### src/rtl/mips_wb_pkg.sv
// rtl/mips_wb_pkg.sv - shared constants for the MEM/WB write-back stage
package mips_wb_pkg;

   localparam int DATA_W = 32;
   localparam int ADDR_W = 5;

   localparam logic [1:0] WB_SEL_ALU  = 2'b00;
   localparam logic [1:0] WB_SEL_LOAD = 2'b01;
   localparam logic [1:0] WB_SEL_LINK = 2'b10;

   localparam logic [2:0] LD_LW  = 3'b000;
   localparam logic [2:0] LD_LH  = 3'b001;
   localparam logic [2:0] LD_LHU = 3'b010;
   localparam logic [2:0] LD_LB  = 3'b011;
   localparam logic [2:0] LD_LBU = 3'b100;

endpackage

### src/rtl/load_align.sv
// rtl/load_align.sv - big-endian byte/half selection and extension of load data
module load_align
   import mips_wb_pkg::*;
(
   input  logic [2:0]        load_type_i,
   input  logic [1:0]        byte_off_i,
   input  logic [DATA_W-1:0] rdata_i,
   output logic [DATA_W-1:0] data_o
);

   logic [7:0]  byte_sel;
   logic [15:0] half_sel;

   always_comb begin
      // Byte lane 0 is the most significant byte.
      case (byte_off_i)
         2'd0:    byte_sel = rdata_i[31:24];
         2'd1:    byte_sel = rdata_i[23:16];
         2'd2:    byte_sel = rdata_i[15:8];
         default: byte_sel = rdata_i[7:0];
      endcase
      half_sel = byte_off_i[1] ? rdata_i[15:0] : rdata_i[31:16];

      case (load_type_i)
         LD_LH:   data_o = {{16{half_sel[15]}}, half_sel};
         LD_LHU:  data_o = {16'h0000, half_sel};
         LD_LB:   data_o = {{24{byte_sel[7]}}, byte_sel};
         LD_LBU:  data_o = {24'h000000, byte_sel};
         default: data_o = rdata_i;
      endcase
   end

endmodule

### src/rtl/mem_wb_stage.sv
// rtl/mem_wb_stage.sv - MEM/WB pipeline register, write-back mux and retire counter
// Optional WB_FWD_EN drives the fwd_* bypass ports; otherwise they are tied to 0.
module mem_wb_stage #(
   parameter int DATA_W = mips_wb_pkg::DATA_W,
   parameter int ADDR_W = mips_wb_pkg::ADDR_W
) (
   input  logic              clk,
   input  logic              reset,
   input  logic              flush_i,
   input  logic              in_valid,
   input  logic              in_reg_write,
   input  logic [ADDR_W-1:0] in_dst_addr,
   input  logic [1:0]        in_wb_sel,
   input  logic [2:0]        in_load_type,
   input  logic [1:0]        in_byte_off,
   input  logic [DATA_W-1:0] in_alu_result,
   input  logic [DATA_W-1:0] in_mem_rdata,
   input  logic [DATA_W-1:0] in_pc_plus8,
   output logic              reg_write_en,
   output logic [ADDR_W-1:0] reg_write_addr,
   output logic [DATA_W-1:0] reg_write_data,
   output logic [31:0]       retire_count,
   output logic              fwd_valid,
   output logic [ADDR_W-1:0] fwd_addr,
   output logic [DATA_W-1:0] fwd_data
);
   import mips_wb_pkg::*;

   logic              valid_q, valid_d;
   logic              reg_write_q, reg_write_d;
   logic [ADDR_W-1:0] dst_q, dst_d;
   logic [1:0]        wb_sel_q, wb_sel_d;
   logic [2:0]        load_type_q, load_type_d;
   logic [1:0]        byte_off_q, byte_off_d;
   logic [DATA_W-1:0] alu_q, alu_d;
   logic [DATA_W-1:0] rdata_q, rdata_d;
   logic [DATA_W-1:0] pc8_q, pc8_d;
   logic [31:0]       retire_q, retire_d;
   logic [DATA_W-1:0] load_data;

   // A flush only kills valid; the data fields are don't-care in a bubble.
   always_comb begin
      valid_d     = in_valid & ~flush_i;
      reg_write_d = in_reg_write;
      dst_d       = in_dst_addr;
      wb_sel_d    = in_wb_sel;
      load_type_d = in_load_type;
      byte_off_d  = in_byte_off;
      alu_d       = in_alu_result;
      rdata_d     = in_mem_rdata;
      pc8_d       = in_pc_plus8;
      retire_d    = retire_q + 32'(valid_q);
   end

   always_ff @(posedge clk) begin
      if (!reset) begin
         valid_q     <= 1'b0;
         reg_write_q <= 1'b0;
         dst_q       <= '0;
         wb_sel_q    <= '0;
         load_type_q <= '0;
         byte_off_q  <= '0;
         alu_q       <= '0;
         rdata_q     <= '0;
         pc8_q       <= '0;
         retire_q    <= '0;
      end else begin
         valid_q     <= valid_d;
         reg_write_q <= reg_write_d;
         dst_q       <= dst_d;
         wb_sel_q    <= wb_sel_d;
         load_type_q <= load_type_d;
         byte_off_q  <= byte_off_d;
         alu_q       <= alu_d;
         rdata_q     <= rdata_d;
         pc8_q       <= pc8_d;
         retire_q    <= retire_d;
      end
   end

   load_align u_load_align (
      .load_type_i (load_type_q),
      .byte_off_i  (byte_off_q),
      .rdata_i     (rdata_q),
      .data_o      (load_data)
   );

   always_comb begin
      case (wb_sel_q)
         WB_SEL_LOAD: reg_write_data = load_data;
         WB_SEL_LINK: reg_write_data = pc8_q;
         default:     reg_write_data = alu_q;
      endcase
   end

   assign reg_write_addr = dst_q;
   assign reg_write_en   = valid_q & reg_write_q & (dst_q != '0);
   assign retire_count   = retire_q;

`ifdef WB_FWD_EN
   assign fwd_valid = reg_write_en;
   assign fwd_addr  = reg_write_addr;
   assign fwd_data  = reg_write_data;
`else
   assign fwd_valid = 1'b0;
   assign fwd_addr  = '0;
   assign fwd_data  = '0;
`endif

endmodule

### config.mk
export PLATFORM = sky130hd
export DESIGN_NAME = mem_wb_stage
export DESIGN_NICKNAME = d
export VERILOG_FILES = /design/src/rtl/mips_wb_pkg.sv /design/src/rtl/load_align.sv /design/src/rtl/mem_wb_stage.sv
export SDC_FILE = /design/constraint.sdc
export NUM_CORES = 1
export LEC_CHECK = 0
export BUFFER_PORTS_ARGS = -buffer_cell sky130_fd_sc_hd__buf_2
export CAP_MARGIN = 20
export CORE_UTILIZATION = 54
export CTS_CLUSTER_SIZE = 40
export DETAILED_ROUTE_END_ITERATION = 12
export PLACE_DENSITY_LB_ADDON = 0.1
export SLEW_MARGIN = 20
export SYNTH_ARGS = -nofsm -noshare
export SYNTH_HDL_FRONTEND = slang
export SYNTH_SLANG_ARGS = --single-unit
export TNS_END_PERCENT = 10
### constraint.sdc
create_clock -name clk -period 5.6 [get_ports clk]
set_clock_uncertainty 0.2 [all_clocks]
set_input_delay 0.28 -clock clk [delete_from_list [all_inputs] [get_ports clk]]
set_output_delay 0.28 -clock clk [all_outputs]
set_load 0.1 [all_outputs]
==> flow_summary.json <==
{
  "status": "finished, final reports clean",
  "synth-edff-count": 0,
  "start_util": 0.555,
  "drt_pre_antenna_iters": 5,
  "finalNonFillerCells": 1144,
  "cts_setup_buffers": 0,
  "power.density_nw_per_um2": 323,
  "drc": 0,
  "met1Wirelength_um": 7820,
  "r2r_slack_ns": 3.25,
  "async_reset_ff_frac": 0,
  "worst_pin_slew_ns": 0.989,
  "htreeDepth": 4,
  "cts.sinks": 142,
  "port_buffers": 182,
  "syn-instance-count": 723,
  "clk_path_buf_depth": 2,
  "ys_warn_count": 0,
  "wirelength_um": 19300,
  "worstPathMaxFanout": 65,
  "fin_area_um2": 8830,
  "die_w_um": 110,
  "setup_tns_ns": 0,
  "grt.total_usage": 0.324,
  "cts_tree": "yes",
  "seq_area_um2": 2840,
  "drtIter0Drc": 562,
  "maxSlewViolCount": 0,
  "antenna_found_initial": 0,
  "relSlewSlack": 0.340,
  "cts_resized": 0,
  "dp_cells": 1001,
  "synthTopCellsByArea": "dfxtp_1, and2_1, buf_4, nand2_1, nor2_1",
  "period_minus_slack_ns": 4.00,
  "clkTransAtPathRegs_ns": 0.06,
  "setup_viol": 0,
  "ant_nets": 0,
  "ys_ff_latch": 142,
  "worstPathRequired_ns": 5.12,
  "place_hpwl_um": 11400,
  "rsz0062_at_grt": "no",
  "synthMostInstantiatedCell": "dfxtp_1",
  "ir_drop_mv": 0.252,
  "critPathTopFamily": "compound AO/OA/AOI/OAI gates",
  "critical_path_arrival_ns": 3.52,
  "grt_max_degree": 129,
  "synth-seq-area-share": 0.449,
  "place.gp.congestion": 0.879,
  "criticalPathCategory": "flip-flop to output port",
  "route.met3.wl_um": 1490,
  "drive_gt1_frac": 0.222,
  "synth_top_area_cell": "dfxtp_1",
  "crit_chain": "inv_1, ha_2, buf_4, nor2b_1, o211ai_1, o31ai_1, buf_2",
  "diodes": 0,
  "crit_buf_inv": 3,
  "synth_top_cells_by_count": "dfxtp_1, and2_1, nand2_1",
  "nFillCells": 736,
  "dieArea_um2": 12200,
  "core_area_um2": 11400,
  "max_freq_ghz": 0.250,
  "leakagePower_uw": 0.00380,
  "multi_input_area_um2": 3110,
  "startpoint_type": "flip-flop",
  "routedWlPerCell_um": 16.9,
  "placed_area_um2": 7100,
  "dr_wl_met2_um": 9180,
  "critical-path-max-stage-delay_ns": 0.70,
  "clkLatencyLatePin_ns": 0.43,
  "root_buffer": "clkbuf_16",
  "synth_top_area_frac": 0.449,
  "ys_dominant_reg_cell": "dfxtp_1",
  "hold_viol": 0,
  "synthesis.area_um2": 6340,
  "final_core_util": 0.773,
  "rows": 39,
  "synthToLayoutAreaGrowth_pct": 39.3,
  "top_layer_used": "met4",
  "numCtsBuffers": 17,
  "max_cap_violations": 0,
  "grt_pass1_vias": 5996,
  "io_pins": 221,
  "period_share": 0.715,
  "grt_pass1_wl_um": 29600,
  "post_drt_via_cell_ratio": 5.49,
  "min_path_type": "flip-flop to flip-flop",
  "worst_path_max_delay_cell": "nor2b_1",
  "synth_area_per_cell_um2": 8.76,
  "synth_cell_types": 52,
  "die_h_um": 110,
  "crit_path_end_kind": "output port",
  "vias": 6280,
  "fin_nets": 1105,
  "grt_overflow": 0
}
[per-layer routing]
layer / vias to the layer above / global-route usage
li1: 2952 / -
met2: 321 / 0.519
met4: 0 / 0.180
met1: 2935 / 0.387
met3: 72 / 0.101
met5: - / 0
[per-stage QoR]
stage | hold WS, ns | total power [µW] | setup WS [ns]
CTS | 0.271 | 2830 | 1.65
global placement | 0.250 | 1590 | 2.26
finish | 0.266 | 2850 | 1.60
global route | 0.313 | 2940 | 1.40
detailed placement | 0.248 | 1600 | 2.10
floorplan | 0.156 | 1530 | 1.64
[cells by family after synthesis]
group | synth area share
AOI/OAI and AO/OA | 0.149
xor gates and xnor gates | 0.0152
adders and majority gates | 0.00948
buffers and inverters | 0.0833
DFF | 0.449
muxes | 0.0288
other | 0.000592
and+or+nand+nor | 0.264
[flip-flops by register name, indices dropped and copies added (netlist names)]
register	cells
alu_q	32
pc8_q	32
rdata_q	32
retire_count	32
reg_write_addr	5
load_type_q	3
byte_off_q	2
wb_sel_q	2
reg_write_q	1
valid_q	1
[layout by cell type, fill, tap and decap left out, types with 3 or more instances in the layout]
cell type / instances
o221ai_1: 17
and2_1: 112
buf_2: 182
conb_1: 38
nand2_1: 69
o211ai_1: 8
and3_1: 3
a2bb2oi_1: 7
a32oi_1: 3
nor2b_1: 10
a211oi_1: 8
inv_1: 10
xnor2_1: 9
nand2b_1: 10
o31ai_1: 16
dfxtp_1: 142
nand3_1: 11
nor3_1: 3
or4_1: 8
a21oi_1: 35
o21ai_0: 15
clkbuf_16: 17
nand4_1: 5
bufinv_16: 4
o22ai_1: 14
dlygate4sd3_1: 111
clkinvlp_4: 3
a21boi_0: 8
mux2i_1: 16
ha_1: 3
nor2_1: 51
or3_1: 6
nor4_1: 11
[report_power, final]
part	internal [µW]	switching, µW
clock	747	448
combinational	157	411
sequential	1050	33.5
total	1960	893
[cell type report]
cell class              instances  area share
repair buffers                295       0.231
inverters                      11     0.00468
flip-flops and latches        142       0.322
clock inverters                13      0.0213
clock buffers                  19      0.0490
well taps                     143      0.0203
multi-input cells             521       0.352
[worst register-to-register path, stage by stage, from the launching register on]
cell and delay (ns):
dfxtp_1 0.34, ha_1 0.18, ha_1 0.21, nand2_1 0.15, or2_1 0.46, or4_1 0.58, a21oi_1 0.15
[path summary, 6_finish.rpt]
check | endpoint | from | depth (start not counted)
max | reg_write_data[13] | wb_sel_q[0] | 7
min reg2reg | retire_count[31] | retire_count[31] | 2
max reg2reg | retire_count[20] | valid_q | 6
min | retire_count[31] | retire_count[31] | 2
[what timing repair did]
action | CTS | global route
endpoints found under the hold margin | 110 | 0
setup endpoints to repair | 0 | 0
hold buffers | 111 | 0
Note: power is estimated with default switching activity, not from simulation.
